$ cat src/rtl/hart_dmem_lsu_pkg.sv
// Shared definitions for the hart data-memory load/store unit: funct3 widths,
// FSM state encodings and lane helpers (also usable by the retire logic).
package hart_dmem_lsu_pkg;

  localparam logic [2:0] F3_LB  = 3'b000;
  localparam logic [2:0] F3_LH  = 3'b001;
  localparam logic [2:0] F3_LW  = 3'b010;
  localparam logic [2:0] F3_LBU = 3'b100;
  localparam logic [2:0] F3_LHU = 3'b101;
  localparam logic [2:0] F3_SB  = 3'b000;
  localparam logic [2:0] F3_SH  = 3'b001;
  localparam logic [2:0] F3_SW  = 3'b010;

  localparam logic [1:0] S_IDLE  = 2'd0;
  localparam logic [1:0] S_ISSUE = 2'd1;
  localparam logic [1:0] S_WAIT  = 2'd2;
  localparam logic [1:0] S_DONE  = 2'd3;

  // Byte enables; any funct3 that is not a byte/half access is a full word.
  function automatic logic [3:0] lsu_mask(input logic [2:0] f3, input logic [1:0] lo);
    logic [3:0] m;
    case (f3)
      F3_LB, F3_LBU: m = 4'b0001 << lo;
      F3_LH, F3_LHU: m = 4'b0011 << lo;
      default:       m = 4'b1111;
    endcase
    return m;
  endfunction

  function automatic logic lsu_misaligned(input logic [2:0] f3, input logic [1:0] lo);
    logic mis;
    case (f3)
      F3_LB, F3_LBU: mis = 1'b0;
      F3_LH, F3_LHU: mis = lo[0];
      F3_LW:         mis = (lo != 2'b00);
      default:       mis = (lo != 2'b00);
    endcase
    return mis;
  endfunction

  // Right-align the addressed lanes of the raw word, then extend.
  function automatic logic [31:0] lsu_load_extend(input logic [2:0] f3, input logic [1:0] lo,
                                                  input logic [31:0] word);
    logic [31:0] s;
    logic [31:0] r;
    s = word >> {lo, 3'b000};
    case (f3)
      F3_LB:   r = {{24{s[7]}}, s[7:0]};
      F3_LH:   r = {{16{s[15]}}, s[15:0]};
      F3_LBU:  r = {24'd0, s[7:0]};
      F3_LHU:  r = {16'd0, s[15:0]};
      default: r = s;
    endcase
    return r;
  endfunction

endpackage

$ cat src/rtl/hart_dmem_lsu_align.sv
// Combinational lane logic: request-side mask/misalign/store-lane shift and
// response-side load extraction with sign/zero extension.
import hart_dmem_lsu_pkg::*;

module lsu_align (
  input  logic [2:0]  i_funct3,
  input  logic [1:0]  i_addr_lo,
  input  logic [31:0] i_wdata,
  input  logic [2:0]  i_ld_funct3,
  input  logic [1:0]  i_ld_addr_lo,
  input  logic [31:0] i_ld_word,
  output logic [3:0]  o_mask,
  output logic        o_misaligned,
  output logic [31:0] o_wdata_lane,
  output logic [31:0] o_ld_data
);

  assign o_mask       = lsu_mask(i_funct3, i_addr_lo);
  assign o_misaligned = lsu_misaligned(i_funct3, i_addr_lo);
  assign o_wdata_lane = i_wdata << {i_addr_lo, 3'b000};
  assign o_ld_data    = lsu_load_extend(i_ld_funct3, i_ld_addr_lo, i_ld_word);

endmodule

$ cat src/rtl/hart_dmem_lsu.sv
// Load/store unit between the hart memory stage and the data-memory port.
//
//   state   | meaning
//   IDLE    | waiting for i_req; request fields captured on acceptance
//   ISSUE   | ren/wen held with stable addr/mask/wdata until i_dmem_ready
//   WAIT    | load accepted, waiting for i_dmem_valid or timeout
//   DONE    | one-cycle o_done; result outputs valid and then held
import hart_dmem_lsu_pkg::*;

module hart_dmem_lsu #(
  parameter int TIMEOUT = 64
) (
  input  logic        i_clk,
  input  logic        i_rst_n,
  input  logic        i_req,
  input  logic        i_store,
  input  logic [2:0]  i_funct3,
  input  logic [31:0] i_addr,
  input  logic [31:0] i_wdata,
  output logic        o_busy,
  output logic        o_done,
  output logic [31:0] o_rdata,
  output logic        o_misaligned,
  output logic        o_err,
  output logic [31:0] o_ret_addr,
  output logic [3:0]  o_ret_mask,
  output logic [31:0] o_ret_wdata,
  output logic [31:0] o_ret_rdata,
  input  logic        i_dmem_ready,
  output logic [31:0] o_dmem_addr,
  output logic        o_dmem_ren,
  output logic        o_dmem_wen,
  output logic [31:0] o_dmem_wdata,
  output logic [3:0]  o_dmem_mask,
  input  logic        i_dmem_valid,
  input  logic [31:0] i_dmem_rdata
);

  localparam int CW = (TIMEOUT < 2) ? 1 : $clog2(TIMEOUT + 1);

  logic [1:0]    r_state;
  logic [31:0]   r_addr;
  logic [1:0]    r_lo;
  logic [3:0]    r_mask;
  logic [31:0]   r_wdata;
  logic [2:0]    r_funct3;
  logic          r_store;
  logic [CW-1:0] r_cnt;

  logic [3:0]    w_mask;
  logic          w_misaligned;
  logic [31:0]   w_wdata_lane;
  logic [31:0]   w_ld_data;
  logic          w_timeout;

  lsu_align u_align (
    .i_funct3     (i_funct3),
    .i_addr_lo    (i_addr[1:0]),
    .i_wdata      (i_wdata),
    .i_ld_funct3  (r_funct3),
    .i_ld_addr_lo (r_lo),
    .i_ld_word    (i_dmem_rdata),
    .o_mask       (w_mask),
    .o_misaligned (w_misaligned),
    .o_wdata_lane (w_wdata_lane),
    .o_ld_data    (w_ld_data)
  );

  // Timeout fires when this WAIT cycle would bring the count up to TIMEOUT.
  assign w_timeout = (TIMEOUT != 0) && ((int'(r_cnt) + 1) == TIMEOUT);

  assign o_busy       = (r_state != S_IDLE);
  assign o_done       = (r_state == S_DONE);
  assign o_dmem_ren   = (r_state == S_ISSUE) && !r_store;
  assign o_dmem_wen   = (r_state == S_ISSUE) && r_store;
  assign o_dmem_addr  = r_addr;
  assign o_dmem_mask  = r_mask;
  assign o_dmem_wdata = r_wdata;

  // Request capture, handshake sequencing and result registers (held after DONE).
  always_ff @(posedge i_clk) begin
    if (!i_rst_n) begin
      r_state      <= S_IDLE;
      r_addr       <= '0;
      r_lo         <= '0;
      r_mask       <= '0;
      r_wdata      <= '0;
      r_funct3     <= '0;
      r_store      <= 1'b0;
      r_cnt        <= '0;
      o_rdata      <= '0;
      o_misaligned <= 1'b0;
      o_err        <= 1'b0;
      o_ret_addr   <= '0;
      o_ret_mask   <= '0;
      o_ret_wdata  <= '0;
      o_ret_rdata  <= '0;
    end else begin
      case (r_state)
        S_IDLE: begin
          if (i_req) begin
            r_addr   <= {i_addr[31:2], 2'b00};
            r_lo     <= i_addr[1:0];
            r_mask   <= w_mask;
            r_wdata  <= w_wdata_lane;
            r_funct3 <= i_funct3;
            r_store  <= i_store;
            if (w_misaligned) begin
              r_state      <= S_DONE;
              o_misaligned <= 1'b1;
              o_err        <= 1'b0;
              o_rdata      <= '0;
              o_ret_addr   <= {i_addr[31:2], 2'b00};
              o_ret_mask   <= w_mask;
              o_ret_wdata  <= i_store ? w_wdata_lane : '0;
              o_ret_rdata  <= '0;
            end else begin
              r_state <= S_ISSUE;
            end
          end
        end
        S_ISSUE: begin
          if (i_dmem_ready) begin
            if (r_store) begin
              r_state      <= S_DONE;
              o_misaligned <= 1'b0;
              o_err        <= 1'b0;
              o_rdata      <= '0;
              o_ret_addr   <= r_addr;
              o_ret_mask   <= r_mask;
              o_ret_wdata  <= r_wdata;
              o_ret_rdata  <= '0;
            end else begin
              r_state <= S_WAIT;
              r_cnt   <= '0;
            end
          end
        end
        S_WAIT: begin
          if (i_dmem_valid || w_timeout) begin
            r_state      <= S_DONE;
            o_misaligned <= 1'b0;
            o_err        <= !i_dmem_valid;
            o_rdata      <= i_dmem_valid ? w_ld_data : '0;
            o_ret_addr   <= r_addr;
            o_ret_mask   <= r_mask;
            o_ret_wdata  <= '0;
            o_ret_rdata  <= i_dmem_valid ? i_dmem_rdata : '0;
          end else begin
            r_cnt <= r_cnt + 1'b1;
          end
        end
        S_DONE:  r_state <= S_IDLE;
        default: r_state <= S_IDLE;
      endcase
    end
  end

endmodule
$ cat config.mk
export PLATFORM = sky130hd
export DESIGN_NAME = hart_dmem_lsu
export DESIGN_NICKNAME = d
export VERILOG_FILES = /design/src/rtl/hart_dmem_lsu_pkg.sv /design/src/rtl/hart_dmem_lsu_align.sv /design/src/rtl/hart_dmem_lsu.sv
export SDC_FILE = /design/constraint.sdc
export NUM_CORES = 1
export LEC_CHECK = 0
export BUFFER_PORTS_ARGS = -buffer_cell sky130_fd_sc_hd__buf_4
export CAP_MARGIN = 20
export CORE_MARGIN = 5
export CORE_UTILIZATION = 35
export CTS_BUF_LIST = sky130_fd_sc_hd__clkbuf_4
export CTS_CLUSTER_DIAMETER = 40
export DETAILED_ROUTE_END_ITERATION = 10
export PLACE_DENSITY = 0.62
export SYNTH_ARGS = -nofsm -noshare
export SYNTH_HDL_FRONTEND = slang
export SYNTH_HIERARCHICAL = 1
export SYNTH_SLANG_ARGS = --single-unit
export TNS_END_PERCENT = 5
$ cat constraint.sdc
create_clock -name i_clk -period 4.38 [get_ports i_clk]
set_clock_uncertainty 0.15 [all_clocks]
set_input_delay 0.876 -clock i_clk [delete_from_list [all_inputs] [get_ports i_clk]]
set_output_delay 0.876 -clock i_clk [all_outputs]
set_load 0.02 [all_outputs]
==> reports/metrics.cfg <==
[setup_path]
cp_data_arrival_time_ps=1900
crit_fanout=7
required_ps=3350
slowest_delay_ps=350
cp_cell_sequence=inv_1, ha_1, nor2b_1, buf_4
end_kind=output port
path_class=reg2out
startpoint_type=flip-flop
slowest_stage=dfxtp_1

[logic_synthesis]
synth_simple_gate_area_share=0.1526
synth_top_area_share=0.4081
synth.area.mux_share=0.1315
yosysTopAreaCell=dfxtp_1
synth-edff-count=0
yosys_warnings=6
synthAdderAreaFrac=0.007186
synth_ff_type=dfxtp_1
async_flop_share=0
synth_common_cells=nand2_1 (292), dfxtp_1 (213), mux2i_1 (132)
synth_compound_area_frac=0.2430
synth-seq-area-share=0.4081
synth_top_family_by_area=compound AO/OA/AOI/OAI gates
yosysMostFrequentCell=nand2_1
netlist_top_cells_area=dfxtp_1 (41%), mux2i_1 (13%), nand2_1 (10%), a21boi_0 (5.2%), o211a_1 (3.4%)
syn-cell-area_um2=10450
synth_xor_area_frac=0.002515
synth-seq-cells=213
yosysUniqueCellTypes=61
synthCells=1166
synth_area_per_cell_um2=8.960

[placement]
gp_congestion=0.8782
port_buffers=306
dp_hpwl_um=24200
place_area_um2=12910
dp.cells=1771

[pwr]
ir_drop_mv=0.4042
leakage_nw=6.185
p_per_area_nw_per_um2=642.9

[clock_tree]
clk_pin_slew_worst_paths_ps=60
cts_tree=done
htreeDepth=2
clockBufferDepth=3
cts_resized=0
hold_buffers=0
root_buffer=clkbuf_4
post_cts_buffers=0
cts_buffers=60
cts_sinks=213
clock_latency_ps=690

[layout]
fillCellCount=2949
nNetsFinal=1555
multi_input_area_um2=5685
design_area_um2=13720
layout-drive-gt1-share=0.3174
regArea_um2=4264
area_growth_pct=31.29
final_cells=1881

[timing]
clock.fmax_mhz=342.3
relSlewSlack=0.2404
setup_viol=0
min_period_ps=2922
worstMarginPinSlew_ps=1139
rsz0062_at_grt=no
post-route-period-util=0.6670
maxSlewViolCount=0
hold_viol=0
fin_tns_setup_ps=0

[floorplan]
start_util=0.3534
die_w_um=182.8
ios=311
rows=63
dieHeight_um=182.8
die_area_um2=33400
core_um2=29560

[global_route]
grt_overflow=0
antenna_found_initial=2
grt_usage=0.1993
grt_pass1_wl_um=54480
grt_max_degree=99
grt_pass1_vias=9570

[min_path]
hp-class=in2reg

[drt]
first_pass_iters=5
wl_per_cell_um=18.83
vias=9697
drt_wl_total_um=35420
drt_iter0_markers=735
antenna_left=0
drc=0
vias_per_cell=5.155

[job]
maxCapViolations=0

[run_status]
status=finished, final reports clean

power breakdown:
group          leakage [nW]  internal, mW  switching, mW
Clock                 0.468          1.01          0.847
Combinational          3.98          1.81           2.51
Sequential             1.74          2.36          0.283
Total                  6.19          5.18           3.64
final cells by class:
| type | count | share of cell area |
|---|---|---|
| repair buffers | 326 | 0.1802 |
| flip-flops and latches | 213 | 0.3109 |
| diodes | 1 | 0.0001824 |
| inverters | 7 | 0.001916 |
| clock inverters | 16 | 0.006476 |
| multi-input cells | 836 | 0.4145 |
| clock buffers | 92 | 0.05035 |
| well taps | 390 | 0.03557 |
cell families after synthesis:
kind of cell | count (synthesis)
flops | 213
buf+inv | 120
fa+ha+maj | 6
other cells | 1
compound gates | 310
xor+xnor | 3
mux | 136
simple gates | 377
metal layers:
| layer | vias up | share of wire | GRT usage |
|---|---|---|---|
| li1 | 4752 | - | - |
| met1 | 4536 | 0.42 | 0.2520 |
| met2 | 353 | 0.46 | 0.3264 |
| met3 | 54 | 0.095 | 0.06942 |
| met4 | 2 | 0.021 | 0.05304 |
| met5 | - | 0.00056 | 0 |
cells in the final DEF, fill, tap and decap left out, drive strengths merged, types with 2 or more instances in the layout:
cell	synthesis	layout
clkinv	0	14
inv	7	8
clkbuf	70	92
xnor2	2	2
nand2b	3	3
a21oi	36	36
dfxtp	213	213
o22ai	10	10
or2	11	11
ha	6	6
mux2i	132	132
nand2	292	292
nor2	22	22
o21ai	18	18
nand3	4	4
o221a	33	33
a221oi	2	2
a221o	32	32
and3	2	2
nor2b	23	23
o211a	35	35
and2	12	12
nand4	2	2
buf	43	326
o311ai	2	2
o2bb2ai	8	8
o211ai	35	35
mux2	4	4
a211oi	16	16
conb	1	4
a21boi	73	73
stage by stage:
stage | hold slack, ps | setup slack (ps) | util | total power [mW]
after floorplan | 298.5 | 1386 | - | 5.626
after global placement | 295.1 | 890.4 | 0.4367 | 6.968
after detailed placement | 302.1 | 799.0 | 0.4367 | 7.020
after CTS | 237.9 | 1349 | 0.4630 | 8.908
after global routing | 275.2 | 1278 | 0.4640 | 9.355
final | 295.6 | 1458 | 0.4640 | 8.818
worst paths after layout:
| kind | startpoint | end | slack (ps) | cells after the start |
|---|---|---|---|---|
| hold reg to reg | o_ret_rdata[6]$_SDFFE_PN0P_ | o_ret_rdata[6]$_SDFFE_PN0P_ | 310 | 2 |
| hold / removal | i_addr[27] | o_dmem_addr[27]$_SDFFE_PN0P_ | 300 | 3 |
| setup / recovery | r_state[1]$_SDFFE_PN0P_ | o_dmem_ren | 1460 | 4 |
| setup reg to reg | r_cnt[2]$_SDFFE_PN0P_ | o_rdata[11]$_SDFFE_PN0P_ | 1560 | 6 |
critical path, delay by kind of cell (launching register included):
| kind | cells | cell delay [ps] |
|---|---|---|
| DFF | 1 | 350 |
| and+or+nand+nor | 1 | 290 |
| adders and majority gates | 1 | 330 |
| buffers and inverters | 2 | 300 |
sequential cells by signal (all words and copies together), names as in the netlist:
register      flops
o_dmem_wdata     32
r_state           2
o_dmem_addr      30
o_ret_wdata      32
r_store           1
o_ret_mask        4
o_ret_rdata      32
r_lo              2
o_dmem_mask       4
o_err             1
o_ret_addr       30
r_cnt             7
r_funct3          3
o_rdata          32
o_misaligned      1
Power figures use the tool's default switching activity.
